### config.mk
export PLATFORM = sky130hd
export DESIGN_NAME = branch_predict_unit
export DESIGN_NICKNAME = d
export VERILOG_FILES = /design/src/rtl/bp_pkg.sv /design/src/rtl/btb_table.sv /design/src/rtl/branch_predict_unit.sv
export SDC_FILE = /design/constraint.sdc
export NUM_CORES = 2
export LEC_CHECK = 0
export ABC_AREA = 1
export CAP_MARGIN = 20
export CORE_MARGIN = 5
export CORE_UTILIZATION = 45
export CTS_BUF_LIST = sky130_fd_sc_hd__clkbuf_8
export DETAILED_ROUTE_END_ITERATION = 16
export SKIP_CTS_REPAIR_TIMING = 1
export SLEW_MARGIN = 10
export SYNTH_ARGS = -nofsm -noshare
export SYNTH_HDL_FRONTEND = slang
export SYNTH_HIERARCHICAL = 1
export SYNTH_SLANG_ARGS = --single-unit
### constraint.sdc
create_clock -name clk -period 6.1 [get_ports clk]
set_input_delay 1.22 -clock clk [delete_from_list [all_inputs] [get_ports clk]]
set_output_delay 1.22 -clock clk [all_outputs]
set_load 0.02 [all_outputs]
### src/rtl/bp_pkg.sv
// Shared types, counter encodings and saturating-counter helpers for the
// branch prediction unit and its target buffer.
package bp_pkg;

    // Stored tag field is wide enough for any legal PC_W; narrower tags are
    // zero-extended on both write and compare.
    localparam int TAG_MAX_W = 30;

    // 2-bit saturating counter states
    localparam logic [1:0] CTR_SNT = 2'd0;
    localparam logic [1:0] CTR_WNT = 2'd1;
    localparam logic [1:0] CTR_WT  = 2'd2;
    localparam logic [1:0] CTR_ST  = 2'd3;

    typedef struct packed {
        logic                 valid;
        logic [TAG_MAX_W-1:0] tag;
        logic [31:0]          target;
        logic [1:0]           ctr;
    } btb_entry_t;

    function automatic logic [1:0] sat_inc(input logic [1:0] c);
        return (c == CTR_ST) ? CTR_ST : c + 2'd1;
    endfunction

    function automatic logic [1:0] sat_dec(input logic [1:0] c);
        return (c == CTR_SNT) ? CTR_SNT : c - 2'd1;
    endfunction

endpackage

### src/rtl/btb_table.sv
// Direct-mapped branch target buffer storage: flop array with asynchronous
// clear, one combinational read port and one synchronous read-modify-write
// training port. The training port decides allocate / update / decay itself
// from the entry it is about to overwrite.
module btb_table
    import bp_pkg::*;
#(
    parameter int DEPTH = 16,
    parameter int IDX_W = 4,
    parameter int TAG_W = 3
) (
    input  logic             clk,
    input  logic             rst_n,
    input  logic [IDX_W-1:0] rd_idx,
    output btb_entry_t       rd_entry,
    input  logic             wr_en,
    input  logic [IDX_W-1:0] wr_idx,
    input  logic [TAG_W-1:0] wr_tag,
    input  logic             wr_taken,
    input  logic             wr_force_strong,
    input  logic [31:0]      wr_target
);

    localparam btb_entry_t ENTRY_RESET = '{valid: 1'b0, tag: '0, target: 32'd0, ctr: CTR_WNT};

    btb_entry_t             w_entries [DEPTH];
    btb_entry_t             w_cur;
    btb_entry_t             w_next;
    logic                   w_hit;
    logic [TAG_MAX_W-1:0]   w_wr_tag_ext;

    assign rd_entry     = w_entries[rd_idx];
    assign w_cur        = w_entries[wr_idx];
    assign w_wr_tag_ext = TAG_MAX_W'(wr_tag);
    assign w_hit        = w_cur.valid && (w_cur.tag == w_wr_tag_ext);

    // New contents for the trained entry: allocate on a taken miss, refresh
    // and strengthen on a taken hit, weaken on a not-taken hit.
    always_comb begin
        w_next = w_cur;
        if (wr_taken) begin
            if (!w_hit) begin
                w_next.valid  = 1'b1;
                w_next.tag    = w_wr_tag_ext;
                w_next.target = wr_target;
                w_next.ctr    = CTR_WT;
            end else begin
                w_next.target = wr_target;
                w_next.ctr    = wr_force_strong ? CTR_ST : sat_inc(w_cur.ctr);
            end
        end else if (w_hit) begin
            w_next.ctr = sat_dec(w_cur.ctr);
        end
    end

    generate
        for (genvar gi = 0; gi < DEPTH; gi++) begin : g_entry
            btb_entry_t r_entry;

            // One entry register; cleared immediately by reset, written only
            // when the training port targets this index.
            always_ff @(posedge clk or negedge rst_n) begin
                if (!rst_n) begin
                    r_entry <= ENTRY_RESET;
                end else if (wr_en && (wr_idx == IDX_W'(gi))) begin
                    r_entry <= w_next;
                end
            end

            assign w_entries[gi] = r_entry;
        end
    endgenerate

endmodule

### src/rtl/branch_predict_unit.sv
// Branch prediction unit: BTB lookup for fetch, control-flow resolution and
// redirect for execute, registered table training and event statistics.
module branch_predict_unit
    import bp_pkg::*;
#(
    parameter int PC_W      = 9,
    parameter int BTB_DEPTH = 16
) (
    input  logic            clk,
    input  logic            rst_n,
    input  logic [PC_W-1:0] f_pc,
    output logic            f_pred_taken,
    output logic [31:0]     f_pred_pc,
    input  logic            e_valid,
    input  logic [PC_W-1:0] e_pc,
    input  logic [31:0]     e_imm,
    input  logic            e_branch,
    input  logic            e_jalr,
    input  logic            e_jump,
    input  logic [31:0]     e_alu_result,
    input  logic            e_halt,
    input  logic            e_pred_taken,
    input  logic [31:0]     e_pred_pc,
    output logic [31:0]     pc_imm,
    output logic [31:0]     pc_four,
    output logic            pc_sel,
    output logic [31:0]     br_pc,
    output logic            mispredict,
    output logic [31:0]     stat_br,
    output logic [31:0]     stat_mis
);

    localparam int IDX_W = $clog2(BTB_DEPTH);
    localparam int TAG_W = PC_W - IDX_W - 2;

    btb_entry_t         w_rd_entry;
    logic [IDX_W-1:0]   w_f_idx;
    logic [TAG_W-1:0]   w_f_tag;
    logic [31:0]        w_f_pc32;
    logic               w_f_hit;
    logic [31:0]        w_e_pc32;
    logic               w_cf;
    logic               w_taken;
    logic               w_train;
    logic               w_cf_mis;
    logic               w_stale_mis;
    logic [31:0]        r_stat_br;
    logic [31:0]        r_stat_mis;

    // Fetch-side lookup
    assign w_f_idx  = f_pc[IDX_W+1:2];
    assign w_f_tag  = f_pc[PC_W-1:IDX_W+2];
    assign w_f_pc32 = 32'(f_pc);
    assign w_f_hit  = w_rd_entry.valid
                   && (w_rd_entry.tag == TAG_MAX_W'(w_f_tag))
                   && (w_rd_entry.ctr >= CTR_WT);

    assign f_pred_taken = w_f_hit;
    assign f_pred_pc    = w_f_hit ? w_rd_entry.target : w_f_pc32 + 32'd4;

    // Execute-side resolution
    assign w_e_pc32 = 32'(e_pc);
    assign pc_four  = w_e_pc32 + 32'd4;
    assign pc_imm   = e_jalr ? e_alu_result : w_e_pc32 + e_imm;
    assign w_cf     = e_valid & (e_branch | e_jalr | e_jump);
    assign w_taken  = e_jump | e_jalr | (e_branch & e_alu_result[0]);
    assign w_train  = w_cf & ~e_halt;
    assign w_cf_mis = w_train & ((w_taken != e_pred_taken) | (w_taken & (e_pred_pc != pc_imm)));
    // A non-branch that fetch predicted taken (BTB alias) must fall through.
    assign w_stale_mis = e_valid & ~w_cf & ~e_halt & e_pred_taken;
    assign mispredict  = w_cf_mis | w_stale_mis;

    // Redirect selection: halt first, then mispredict recovery.
    always_comb begin
        pc_sel = 1'b0;
        br_pc  = 32'd0;
        if (e_halt) begin
            pc_sel = 1'b1;
            br_pc  = w_e_pc32;
        end else if (mispredict) begin
            pc_sel = 1'b1;
            br_pc  = w_taken ? pc_imm : pc_four;
        end
    end

    btb_table #(
        .DEPTH (BTB_DEPTH),
        .IDX_W (IDX_W),
        .TAG_W (TAG_W)
    ) u_btb (
        .clk             (clk),
        .rst_n           (rst_n),
        .rd_idx          (w_f_idx),
        .rd_entry        (w_rd_entry),
        .wr_en           (w_train),
        .wr_idx          (e_pc[IDX_W+1:2]),
        .wr_tag          (e_pc[PC_W-1:IDX_W+2]),
        .wr_taken        (w_taken),
        .wr_force_strong (e_jump | e_jalr),
        .wr_target       (pc_imm)
    );

    // Resolved control-flow and mispredict counters, free-running modulo 2^32
    always_ff @(posedge clk or negedge rst_n) begin
        if (!rst_n) begin
            r_stat_br  <= 32'd0;
            r_stat_mis <= 32'd0;
        end else begin
            if (w_train)    r_stat_br  <= r_stat_br + 32'd1;
            if (mispredict) r_stat_mis <= r_stat_mis + 32'd1;
        end
    end

    assign stat_br  = r_stat_br;
    assign stat_mis = r_stat_mis;

endmodule

Yosys cells after proc, flatten, opt, wreduce, memory -nomap -nowiden --
Index checks and enable logic that the tools add are counted.
Word-level totals: flip-flop bits (word level) 1104, bits of input ports 122, output and inout bits 195
Cells by class: $add $sub $neg 7, magnitude comparators 3, eq/ne operators 20, multiplexer cells 21, bitwise logic cells 18, reduce and logical (&&, ||, !) cells 21
Operator list (count):
- $bmux 65 s4 | 2
- $mux 65 | 4
- $mux 32 | 5
- $add 32x1->32 const B | 2
- $mux 63 | 1
- $eq 30x3->1 | 2
- $add 9x32->32 | 1
- $eq 4x4->1 const B | 8
- $ne 32x32->1 | 1
- $mux 31 | 1
- $add 9x3->10 const B | 2
- $logic_and 1x1->1 | 19
- $eq 4x3->1 const B | 4
- $mux 2 | 6
- $ge 5x5->1 const B | 2
- $not 4->5 | 2
- $and 1x1->1 | 8
- $eq 4x2->1 const B | 2
- $or 1x1->1 | 6
- $eq 4x1->1 const B | 1
- $logic_not 4->1 | 1
- $add 2x1->2 const B | 1
- $eq 2x2->1 const B | 1
- $ge 2x2->1 const B | 1
- other kinds (5) | 7

Logic depth before layout (Yosys ltp) --
depth in word-level cells 10, mapped depth 25, gate-level depth less buffers 24

By module --
Netlist, hierarchy kept.
By module, submodules not included:
- btb_table | times used 1, cells an instance 7667, area each 56111.3 um^2
- branch_predict_unit | times used 1, cells an instance 1237, area each 7319.5 um^2

Least setup slack after synthesis --
Ideal clock, no wire load.
path kind in2out, start point input port f_pc[2], end point output port f_pred_pc[2], data arrival time 4169 ps, required time 4880 ps, setup slack 711 ps, stages 16, buffers on the path 4, cells stage by stage inv_1 -> clkbuf_1 -> clkbuf_1 -> clkbuf_1 -> a21oi_1 -> o21ai_0 -> o21ai_0 -> o211ai_1 -> nand2_1 -> nor4_1 -> nand2_1 -> nor4_1 -> nand2_1 -> inv_1 -> clkbuf_1 -> o21ai_0
RTL lines:
- from (decl) | line branch_predict_unit.sv:11 | input logic [PC_W-1:0] f_pc,
- to (decl) | line branch_predict_unit.sv:13 | output logic [31:0] f_pred_pc,

==> results by stage <==
Outcome:
- The flow ran to the end, and the final reports show no timing, DRC or antenna violations.

Worst hold path:
- The worst min-delay path category is in2async.

Layout:
- The final core utilization is 52.6%.
- After the last flow step, the layout net total stands at between 9,000 and 10,000.
- Cells with a size suffix above 1 make up 9.22% of the layout.
- The count of cells in the finished layout, fillers not included, comes to 11,085.
- The area added between synthesis and finish is 16.2%.
- The final instance area is ~0.074 mm2.

Place:
- The pre-CTS setup slack is -175 ps.
- The cell area reported after detailed placement is 0.0692 mm2.
- The half-perimeter wire length of the detailed placement result is between 150 and 200 mm.
- The port buffer count is 294.
- Once placement completed, the tool counted placed cells totaling between 10,000 and 15,000.
- Routability-driven placement finished with a final weighted congestion of 0.937.

Drt:
- Dividing the detail-routed wire length by the instance count gives 23.5 um.
- The detailed-routing iteration count for the pre-antenna-repair pass is 7.
- The routed layout has 65,189 vias.
- After detailed routing, the total wire length is 260 mm.
- After detailed routing, the number of vias per cell comes to approximately 5.9.
- The number of DRC markers after the initial detailed-route iteration is 7,800.
- The count of nets left with antenna violations once routing finished came out at 0.
- The final routed DRC violation total is 0.

Global routing:
- The first global-routing pass estimated between 300 and 400 mm of wire.
- The via count of the first global-routing pass is 62,355.
- The maximum number of pins on one net before global-route repair is about 160.
- The remaining global-route overflow is 0.
- The number of antenna violations at the first check in global routing was 17.
- In the global route stage, overall resource usage came out at 34.4%.

Power:
- The peak supply drop is 0.000185 V.
- The analysis attributes to cell leakage a power of 35.0 nW.
- The power density over the cells is roughly 270 mW/mm2.
- The final total power is 0.0198 W.

Run:
- The total of max-cap violations is 0.

Critical path:
- At the worst endpoint, the arrival time is about 4800 ps.
- At the worst endpoint, the required time is approximately 5000 ps.
- The worst setup path is of the in2out kind.
- STA classifies the critical path endpoint as a primary output.
- The maximum fanout encountered on the critical timing path is 30.
- The startpoint class of the critical path is an input pin.

Synthesis:
- The gate count of the mapped netlist is 8,881.
- The synthesis warning total is 6.
- The average cell area after synthesis is 7.13 um2.
- The combined area of all synthesized cells is 0.0633 mm2.

STA:
- The transition time at the pin with the least slew margin is 967 ps.
- The relative max-transition margin is 35.5%.
- The final count of negative-setup-slack endpoints is 0.
- The final critical path time including I/O delays and setup is 6030 ps.
- The number of failing hold endpoints at the final stage is 0.
- The setup slack after layout is 68.4 ps.
- The maximum achievable frequency is 0.166 GHz.
- The final clock period utilization by the worst path is 98.9%.
- The setup skew after layout is 60.8 ps.
- The number of pins exceeding their max-slew limit in the final report is 0.
- Setup repair after global routing left no endpoint under its margin.

Clocking:
- The clock transition at the register clock pins on the worst setup and hold paths after CTS is about 60 ps.
- The clock reaches the later pin of the worst-skew pair after 960 ps.
- The clock tree root buffer cell is sky130_fd_sc_hd__clkbuf_8.
- The number of buffers added by the clock tree synthesis step is ~200.
- The buffer levels on the longest clock path is 3.
- In this run the number of H-tree levels came out at 4.
- Clock tree synthesis found a total of 1,104 sinks.
- TritonCTS built the clock tree.

Floorplanning:
- 317 I/O pins were placed.
- The die is 385 um wide.
- The floorplan step set the die height to between 300 and 400 um.
- The die covers 0.148 mm2.
- Once the floorplan was initialized, standard cells occupied 45.3% of the core.
- The placeable core area is 0.140 mm2.
- The site row count is 137.
metrics by stage:
step | setup TNS [ps] | hold WS (ps)
3_5_place_dp | -5960 | 459
5_1_grt | 0 | 370
4_1_cts | -7220 | 315
3_3_place_gp | -5900 | 455
2_1_floorplan | 0 | 448
6_report | 0 | 378
worst paths after layout:
| path | startpoint | to | slack (ps) | cells past startpoint |
|---|---|---|---|---|
| worst max-delay path | f_pc[2] | f_pred_pc[13] | 70 | 17 |
| worst min-delay path | rst_n | u_btb/g_entry[2].r_entry[54] | 380 | 1 |
| worst max register to register | u_btb/g_entry[11].r_entry[63] | u_btb/g_entry[2].r_entry[1] | 3160 | 14 |
| worst min register to register | u_btb/g_entry[7].r_entry[0] | u_btb/g_entry[7].r_entry[0] | 470 | 2 |
| max in group asynchronous | rst_n | u_btb/g_entry[14].r_entry[31] | 4360 | 2 |
| min in group clk | u_btb/g_entry[7].r_entry[0] | u_btb/g_entry[7].r_entry[0] | 470 | 2 |
registers in the layout (all words and copies together) (netlist names):
register,flops
stat_br,32
stat_mis,32
u_btb/g_entry.r_entry,1040
placed cells by master (no fill, tap or decap), drive strengths merged, types with 35 or more instances in the layout:
cell	instances
nor3	35
clkdlybuf4s50	245
inv	545
or2	41
nand3	560
dfrtp	1088
clkinv	35
o221ai	87
dlymetal6s2s	40
clkbuf	255
a22oi	200
o211ai	144
o21ai	1517
nor2	511
xor2	61
buf	389
nand2	2950
a21oi	259
report_power, final:
part           leakage (nW)  total, W  internal, W  switching (W)
clock                  2.38   0.00731      0.00384        0.00347
sequential             14.5   0.00889      0.00822       0.000667
combinational          18.1   0.00364      0.00128        0.00237
total                  35.0    0.0198       0.0133        0.00650
critical path, cell delays in order:
cell and delay [ps]:
sky130_fd_sc_hd__buf_8 140, sky130_fd_sc_hd__clkinv_8 180, sky130_fd_sc_hd__buf_12 230, sky130_fd_sc_hd__buf_4 170, sky130_fd_sc_hd__o21ai_0 140, sky130_fd_sc_hd__o221ai_1 130
sky130_fd_sc_hd__nand3_1 140, sky130_fd_sc_hd__nand2_1 130, sky130_fd_sc_hd__nor4_4 330, sky130_fd_sc_hd__buf_4 190, sky130_fd_sc_hd__nand4_1 190, sky130_fd_sc_hd__nor4_2 210
sky130_fd_sc_hd__buf_4 180, sky130_fd_sc_hd__nand2_4 140, sky130_fd_sc_hd__buf_4 280, sky130_fd_sc_hd__nor2_1 130, sky130_fd_sc_hd__clkdlybuf4s50_1 620
layer usage:
metal  share of wire [%]  track usage [%]  vias to the layer above
li1                    -                -                    29770
met1                  41             47.0                    31117
met2                  44             53.4                     3594
met3                  10             7.90                      698
met4                 4.1             13.0                       10
met5               0.025                0                        -
cell type report:
cell class              instances  area (um2)
clock inverters               107         638
repair buffers                676        6530
multi-input cells            6578       31000
flip-flops and latches       1104       27600
well taps                    1876        2350
fillers                     13644       66200
diodes                         13        32.5
inverters                     478        1900
clock buffers                 253        3480
(Power assumes the default switching activity.)
